<file path="src/rtl/i2s_src_arbiter.sv">
// i2s_src_arbiter: shares the I2S TX sample inputs between two stereo sources.
// Each source fills a one-entry buffer over valid/ready. On each frame strobe
// the buffers are snapshotted and drained. One cycle later the selected, mixed
// or muted pair is registered onto the outputs, and underruns are counted.
//
// Handshake: a source transfer happens on a rising edge where valid && ready.
// ready is !full and depends on nothing else. Data is held while full.
module i2s_src_arbiter #(
  parameter int DATA_BIT = 24,
  parameter int CNT_BIT  = 16
) (
  input  logic                i_clk_12_288,
  input  logic                i_reset_n,
  input  logic                i_frame,
  input  logic [1:0]          i_mode,
  input  logic                i_clr_cnt,
  input  logic                i_a_valid,
  output logic                o_a_ready,
  input  logic [DATA_BIT-1:0] i_a_l,
  input  logic [DATA_BIT-1:0] i_a_r,
  input  logic                i_b_valid,
  output logic                o_b_ready,
  input  logic [DATA_BIT-1:0] i_b_l,
  input  logic [DATA_BIT-1:0] i_b_r,
  output logic [DATA_BIT-1:0] o_audio_l,
  output logic [DATA_BIT-1:0] o_audio_r,
  output logic                o_update,
  output logic                o_underrun,
  output logic [CNT_BIT-1:0]  o_urun_cnt_a,
  output logic [CNT_BIT-1:0]  o_urun_cnt_b
);

  localparam logic [1:0] MODE_A    = 2'b00;
  localparam logic [1:0] MODE_B    = 2'b01;
  localparam logic [1:0] MODE_MIX  = 2'b10;
  localparam logic [1:0] MODE_MUTE = 2'b11;

  localparam logic [DATA_BIT-1:0] SMAX = {1'b0, {(DATA_BIT-1){1'b1}}};
  localparam logic [DATA_BIT-1:0] SMIN = {1'b1, {(DATA_BIT-1){1'b0}}};

  typedef enum logic {IDLE = 1'b0, APPLY = 1'b1} state_t;

  state_t state, state_nxt;

  logic                a_full, b_full;
  logic [DATA_BIT-1:0] a_l, a_r, b_l, b_r;
  logic                sa_full, sb_full;
  logic [DATA_BIT-1:0] sa_l, sa_r, sb_l, sb_r;
  logic [1:0]          mode_q;
  logic                frame_take;
  logic [DATA_BIT-1:0] nxt_l, nxt_r;
  logic                urun_a, urun_b;

  // Signed add in one extra bit, clamped to the representable range.
  function automatic logic [DATA_BIT-1:0] sat_add(input logic [DATA_BIT-1:0] x,
                                                  input logic [DATA_BIT-1:0] y);
    logic [DATA_BIT:0] s;
    s = {x[DATA_BIT-1], x} + {y[DATA_BIT-1], y};
    if (s[DATA_BIT] != s[DATA_BIT-1]) return s[DATA_BIT] ? SMIN : SMAX;
    return s[DATA_BIT-1:0];
  endfunction

  assign frame_take = i_frame && (state == IDLE);
  assign o_a_ready  = !a_full;
  assign o_b_ready  = !b_full;

  // Frame FSM: IDLE waits for a strobe, APPLY lasts exactly one cycle.
  always_comb begin
    state_nxt = state;
    case (state)
      IDLE:    if (i_frame) state_nxt = APPLY;
      APPLY:   state_nxt = IDLE;
      default: state_nxt = IDLE;
    endcase
  end

  // State register.
  always_ff @(posedge i_clk_12_288) begin
    if (!i_reset_n) state <= IDLE;
    else            state <= state_nxt;
  end

  // Source buffers: a full entry is drained at a taken frame; an empty one
  // accepts, including in the frame cycle, where the new pair waits for the next frame.
  always_ff @(posedge i_clk_12_288) begin
    if (!i_reset_n) begin
      a_full <= 1'b0;
      b_full <= 1'b0;
      a_l <= '0; a_r <= '0; b_l <= '0; b_r <= '0;
    end else begin
      if (a_full) begin
        if (frame_take) a_full <= 1'b0;
      end else if (i_a_valid) begin
        a_full <= 1'b1;
        a_l    <= i_a_l;
        a_r    <= i_a_r;
      end
      if (b_full) begin
        if (frame_take) b_full <= 1'b0;
      end else if (i_b_valid) begin
        b_full <= 1'b1;
        b_l    <= i_b_l;
        b_r    <= i_b_r;
      end
    end
  end

  // Snapshot of mode, buffer flags and data taken at the frame strobe.
  always_ff @(posedge i_clk_12_288) begin
    if (!i_reset_n) begin
      mode_q  <= MODE_MUTE;
      sa_full <= 1'b0;
      sb_full <= 1'b0;
      sa_l <= '0; sa_r <= '0; sb_l <= '0; sb_r <= '0;
    end else if (frame_take) begin
      mode_q  <= i_mode;
      sa_full <= a_full;
      sb_full <= b_full;
      sa_l <= a_l; sa_r <= a_r; sb_l <= b_l; sb_r <= b_r;
    end
  end

  // Select/mix the snapshot; an empty source contributes zero.
  always_comb begin
    nxt_l  = '0;
    nxt_r  = '0;
    urun_a = 1'b0;
    urun_b = 1'b0;
    case (mode_q)
      MODE_A: begin
        if (sa_full) begin nxt_l = sa_l; nxt_r = sa_r; end
        urun_a = !sa_full;
      end
      MODE_B: begin
        if (sb_full) begin nxt_l = sb_l; nxt_r = sb_r; end
        urun_b = !sb_full;
      end
      MODE_MIX: begin
        nxt_l  = sat_add(sa_full ? sa_l : '0, sb_full ? sb_l : '0);
        nxt_r  = sat_add(sa_full ? sa_r : '0, sb_full ? sb_r : '0);
        urun_a = !sa_full;
        urun_b = !sb_full;
      end
      default: ;
    endcase
  end

  // Output registers: loaded in APPLY, pulses last one cycle.
  always_ff @(posedge i_clk_12_288) begin
    if (!i_reset_n) begin
      o_audio_l  <= '0;
      o_audio_r  <= '0;
      o_update   <= 1'b0;
      o_underrun <= 1'b0;
    end else if (state == APPLY) begin
      o_audio_l  <= nxt_l;
      o_audio_r  <= nxt_r;
      o_update   <= 1'b1;
      o_underrun <= urun_a || urun_b;
    end else begin
      o_update   <= 1'b0;
      o_underrun <= 1'b0;
    end
  end

  // Saturating underrun counters; clear has priority over an increment.
  always_ff @(posedge i_clk_12_288) begin
    if (!i_reset_n || i_clr_cnt) begin
      o_urun_cnt_a <= '0;
      o_urun_cnt_b <= '0;
    end else if (state == APPLY) begin
      if (urun_a && (o_urun_cnt_a != {CNT_BIT{1'b1}}))
        o_urun_cnt_a <= o_urun_cnt_a + CNT_BIT'(1);
      if (urun_b && (o_urun_cnt_b != {CNT_BIT{1'b1}}))
        o_urun_cnt_b <= o_urun_cnt_b + CNT_BIT'(1);
    end
  end

endmodule

</file>
<file path="config.mk">
export PLATFORM = sky130hd
export DESIGN_NAME = i2s_src_arbiter
export DESIGN_NICKNAME = d
export VERILOG_FILES = /design/src/rtl/i2s_src_arbiter.sv
export SDC_FILE = /design/constraint.sdc
export NUM_CORES = 1
export LEC_CHECK = 0
export BUFFER_PORTS_ARGS = -buffer_cell sky130_fd_sc_hd__buf_2
export CORE_MARGIN = 2
export CORE_UTILIZATION = 50
export DETAILED_ROUTE_END_ITERATION = 10
export GPL_TIMING_DRIVEN = 0
export PLACE_DENSITY = 0.69
export SETUP_SLACK_MARGIN = 0.5
export SLEW_MARGIN = 10
export SYNTH_ARGS = -nofsm -noshare
export SYNTH_HDL_FRONTEND = slang
export SYNTH_SLANG_ARGS = --single-unit
</file>
<file path="constraint.sdc">
create_clock -name i_clk_12_288 -period 5.5 [get_ports i_clk_12_288]
set_clock_uncertainty 0.15 [all_clocks]
set_input_delay 1.65 -clock i_clk_12_288 [delete_from_list [all_inputs] [get_ports i_clk_12_288]]
set_output_delay 1.65 -clock i_clk_12_288 [all_outputs]
set_load 0.02 [all_outputs]
</file>
Word-level counts from Yosys, hierarchy flattened
Index checks and enable logic that the tools add are counted.
{ "totals": {"input_bits": 104, "word_cells": 77, "reg_bits": 281} }
{ "classes": {"n_eq_ne": 6, "n_addsub": 4, "muxes": 26, "bitwise": 3, "n_reduce_logical": 18} }
{ "ops": {"columns": ["operator", "n"], "rows": [
  ["2-to-1 mux 24 bit", 10],
  ["one-hot mux 24 bit (3 select lines)", 2],
  ["adder 24 x 24 -> 25 bit", 2],
  ["adder 16 x 1 -> 16 bit (second input constant)", 2],
  ["!= test 16 bit (second input constant)", 2],
  ["2-to-1 mux 1 bit", 13],
  ["AND reduction 2 bit", 5],
  ["zero test 1 bit", 5],
  ["OR reduction 2 bit", 2],
  ["logical AND 1 bit", 3],
  ["inverter 1 bit", 3],
  ["== test 2 x 1 -> 1 bit (second input constant)", 1],
  ["== test 2 bit (second input constant)", 1],
  ["zero test 2 bit", 1],
  ["logical OR 1 bit", 2],
  ["!= test 1 bit", 2],
  ["one-hot mux 1 bit (2 select lines)", 1]
]} }

Logic depth before layout (Yosys ltp)
{ "depth": {"depth_word": 7, "ltp_mapped": 15} }

Least setup slack after synthesis
Ideal clock, no wire load.
{ "synth_path": {"kind": "register to register", "from": "register sb_full", "to": "register o_audio_r[17]", "required_time_ns": 5.228, "path_slack_ns": 2.059, "setup_ns": 0.122, "arrival_time_ns": 3.169, "synth_period_minus_slack_ns": 3.441, "path_stages_with_launch": 15, "path_cell_list": "dfxtp_1 clkbuf_1 clkbuf_1 and2_1 ha_1 inv_1 fa_1 nor2b_1 o2111ai_1 and3_1 o31ai_2 o41ai_4 xnor2_1 nand4b_1 a221o_1"} }
{ "synth_via": {"elab_chain_cells": 7, "elab_cells_between_ends": 9, "classes_between": "add/sub (1); eq/ne (1); mux (7)"} }
{ "synth_rtl": {"columns": ["element", "line", "text"], "rows": [
  ["from (decl)", "47", "logic sa_full, sb_full;"],
  ["from (signal assigned)", "118", "sb_full <= b_full;"],
  ["2-to-1 mux 24 bit (*)", "135, 140", null],
  ["adder 24 x 24 -> 25 bit", "58", "s = {x[DATA_BIT-1], x} + {y[DATA_BIT-1], y};"],
  ["!= test 1 bit", "59", "if (s[DATA_BIT] != s[DATA_BIT-1]) return s[DATA_BIT] ? SMIN : SMAX;"],
  ["2-to-1 mux 1 bit", "59", null],
  ["2-to-1 mux 1 bit", "129", "case (mode_q)"],
  ["2-to-1 mux 24 bit", "60", "return s[DATA_BIT-1:0];"],
  ["one-hot mux 24 bit (3 select lines) (*)", "129", null],
  ["to (signal assigned)", "157", "o_audio_r <= nxt_r;"],
  ["to (decl)", "26", "output logic [DATA_BIT-1:0] o_audio_r,"]
]} }
Mark *: on every way between the ends. The rest lies on a longest branch, timed or not. The select of a mux whose other input is x is not followed.
A chain may end at the register's enable or synchronous reset.

Worst setup path after layout
{ "layout_path": {"from": "register sb_full", "to": "register o_audio_r[8]"} }
The elaborated chain is that of the path after synthesis.

==> impl_results.md <==
* Status: finished clean
* Post-synth EDFFs at 0
* Number of port buffers at 187
* Register area at roughly 0.0056 mm2
* Fillers at 2685
* Setup TNS at 0 ns
* Die area at between 0.02 and 0.03 mm2
* Largest net degree at the start of global routing at 15
* GRT Resource Usage Total at 0.278
* Setup bufs post-CTS at 0
* H-tree levels at 1
* Vias in the first global route at about 13000
* Fin Hold WS at 0.302 ns
* Hold Vio Cnt, Final at 0
* Final std cells w/o fill at 2409
* Die width at approximately 170 um
* Root Driver: clkbuf_16
* Syn nets at 1946
* Iteration-0 DRC count of the detailed router at 1003
* Sequential power share at 0.474
* DP Worst Slack at 0.867 ns
* Worst-case clock buffer depth at 3
* Initial antenna violation count at 8
* Async S/R FF share, synth at 0
* YS warnings at 0
* Commonest non-fill, non-tap cell in the layout: nand2_1
* Met1 GRT Util at 0.378
* Core region area at ~0.028 mm2
* First-pass GRT wire length at around 67000 um
* Commonest non-fill, non-tap cells in the layout: nand2_1, dfxtp_1, a21boi_0
* Routability cong. at ~0.91
* Hold WC Path Type: reg2reg
* Final WS setup at between 0.7 and 0.8 ns
* Hold Path Depth at 2
* Clock latency at the later pin of the worst-skew pair at 0.56 ns
* Multi-input gate area at between 0.008 and 0.009 mm2
* Relative slew slack at 0.456
* Synth Flop Type: dfxtp_1
* Crit path DAT at slightly above 5 ns
* Share of layout cells above drive strength 1 at 0.126
* PD cells at between 200 and 300 mW/mm2
* VDD IR-drop max at roughly 0.20 mV
* Clock network power share at 0.459
* Worst reg2reg path depth at 15
* CTS tree: built
* Initial core utilization at 0.510
* Fin crit share at 0.870
* Crit-path max FO at 10
* Post-DP HPWL at about 33000 um
* Crit start category: register
* Psw at between 1 and 1.5 mW
* Post-Place Cells at between 2000 and 2500
* Leak at 6.62 nW
* Num CTS Buffers at 30
* Remaining DRCs at 0
* Worst R2R End: o_audio_r[8]
* Nets at 2165
* GRT Residual Overflow at 0
* Crit path max-delay cell type: clkbuf_1
* Met2 GRT Util at 0.445
* Area Overhead vs Synth at 17.1%
* Worst r2r src: sb_full
* CP Capture Type: register
* Most frequent CP cell: clkbuf_1
* Util after Layout at 0.598
* Hold EP: o_audio_r[23]
* WL per Instance at between 15 and 20 um
* Syn Inst Count at 1786
* Crit path time final at ~4.8 ns
* Max Freq at roughly 0.21 GHz
* Via-to-Cell Ratio at around 5.5
* Critical Path, Cell by Cell: clkbuf_1 > clkbuf_1 > and2_1 > ha_1 > inv_1 > fa_1 > nor2b_1 > o2111ai_1 > and3_1 > o31ai_2 > o41ai_4 > a31oi_1 > clkbuf_1 > o21ai_0 > o211ai_1
* CP Class: reg2reg
* Post-synthesis sequential area ratio at 0.395
* Via Count at ~13000
* Remaining antenna violation count at 0
* Final Setup Violations at 0
* Row count at ~60
* Unique masters post-synth at 67
* Register-to-register setup slack at around 0.72 ns
* Sw Ratio at 0.242
* RSZ-0062 raised after global routing: false
* Slew @ Worst Pin at 0.816 ns
* GR peak layer: met2
* Final slew viol count at 0
* CP required at roughly 5.8 ns
* Grt met3 use at 0.0585
* Hold_sp: o_audio_r[23]
* Logic pwr share at 0.067
* FF+latch count, synth at about 280
* Clk pin slew, worst setup/hold paths at 0.06 ns
* DR pass1 iterations at 5
* Mapped cell area at approximately 0.014 mm2
* Critical Path Max Stage Delay at between 0.4 and 0.5 ns
* Max cap viols at 0
* CTS Sinks at 281
* Syn Area/Cell at ~8 um2
* Die Y at between 150 and 200 um
* Pint at ~3.4 mW
* Hold_buf cts at 0
* Final wirelength at 42900 um
* Resize count post-CTS at 0
* I/O Pins at 188
## layer usage
metal  share of wire  vias up
li1                -     6570
met1            0.46     6140
met2            0.43      421
met3           0.080       75
met4           0.028        6
met5         0.00079        -
## worst max-delay path, delay by kind of cell, from the launching register on
kind / cells / cell delay (ns)
compound gates: 6 / 1.49
simple gates: 3 / 0.67
fa+ha+maj: 2 / 0.58
flops: 1 / 0.42
buf+inv: 4 / 1.38
## per-stage QoR
stage	total power [mW]	cell area, um2
detailed placement	2.50	15700
finish	4.55	16700
CTS	4.58	16700
floorplan	2.36	14300
global route	4.70	16700
global placement	2.49	15700
## synthesized netlist by cell type, drive strengths merged, types with 23 or more instances
cell type	n	area [um2]
a21boi	196	1470
a21o	23	173
clkbuf	105	395
nand2	478	1790
ha	54	676
nor2	74	278
o211ai	28	210
a21oi	64	324
inv	23	86.3
and2	104	651
a22oi	46	345
dfxtp	281	5630
o21ai	54	270
xnor2	36	315
## cell type report
| class | count | area share |
|---|---|---|
| multi-input cells | 1366 | 0.485 |
| repair buffers | 187 | 0.0561 |
| inverters | 23 | 0.00517 |
| flip-flops and latches | 281 | 0.337 |
| clock buffers | 41 | 0.0517 |
| clock inverters | 13 | 0.00922 |
| plain buffers | 116 | 0.0267 |
| diodes | 4 | 0.000600 |
| well taps | 378 | 0.0283 |
## state kept, by name, indices dropped and copies added (netlist names)
register / count
mode_q: 2
sa_r: 24
b_full: 1
o_update: 1
o_urun_cnt_b: 16
sb_r: 24
b_l: 24
o_audio_r: 24
o_urun_cnt_a: 16
sa_l: 24
sa_full: 1
o_underrun: 1
state: 1
sb_l: 24
a_r: 24
a_l: 24
b_r: 24
o_audio_l: 24
sb_full: 1
a_full: 1
## worst max-delay path by stage
stage	start	end	slack [ns]
3_5_place_dp	sb_full	o_audio_r[8]	0.87
2_1_floorplan	sb_full	o_audio_r[17]	2.06
5_1_grt	sb_full	o_audio_r[8]	0.55
4_1_cts	sb_full	o_audio_r[8]	0.83
3_3_place_gp	sb_full	o_audio_r[14]	0.80
6_report	sb_full	o_audio_r[8]	0.72
## cells by family (layout without fill, tap and decap cells)
group,Yosys count,count (layout),synth area share
DFF,281,281,0.395
buffers and inverters,139,380,0.0373
and+or+nand+nor,755,755,0.234
adders and majority gates,56,56,0.0502
muxes,4,4,0.00290
xor gates and xnor gates,58,58,0.0356
AOI/OAI and AO/OA,493,493,0.246
other,0,4,0
## power groups by stage
stage	Combinational (mW)	Sequential (mW)	Clock, mW
4_1_cts	0.306	2.15	2.12
3_3_place_gp	0.298	2.19	0
3_5_place_dp	0.304	2.20	0
2_1_floorplan	0.184	2.18	0
5_1_grt	0.339	2.16	2.20
6_report	0.304	2.15	2.09
Note: power is estimated with default switching activity, not from simulation.
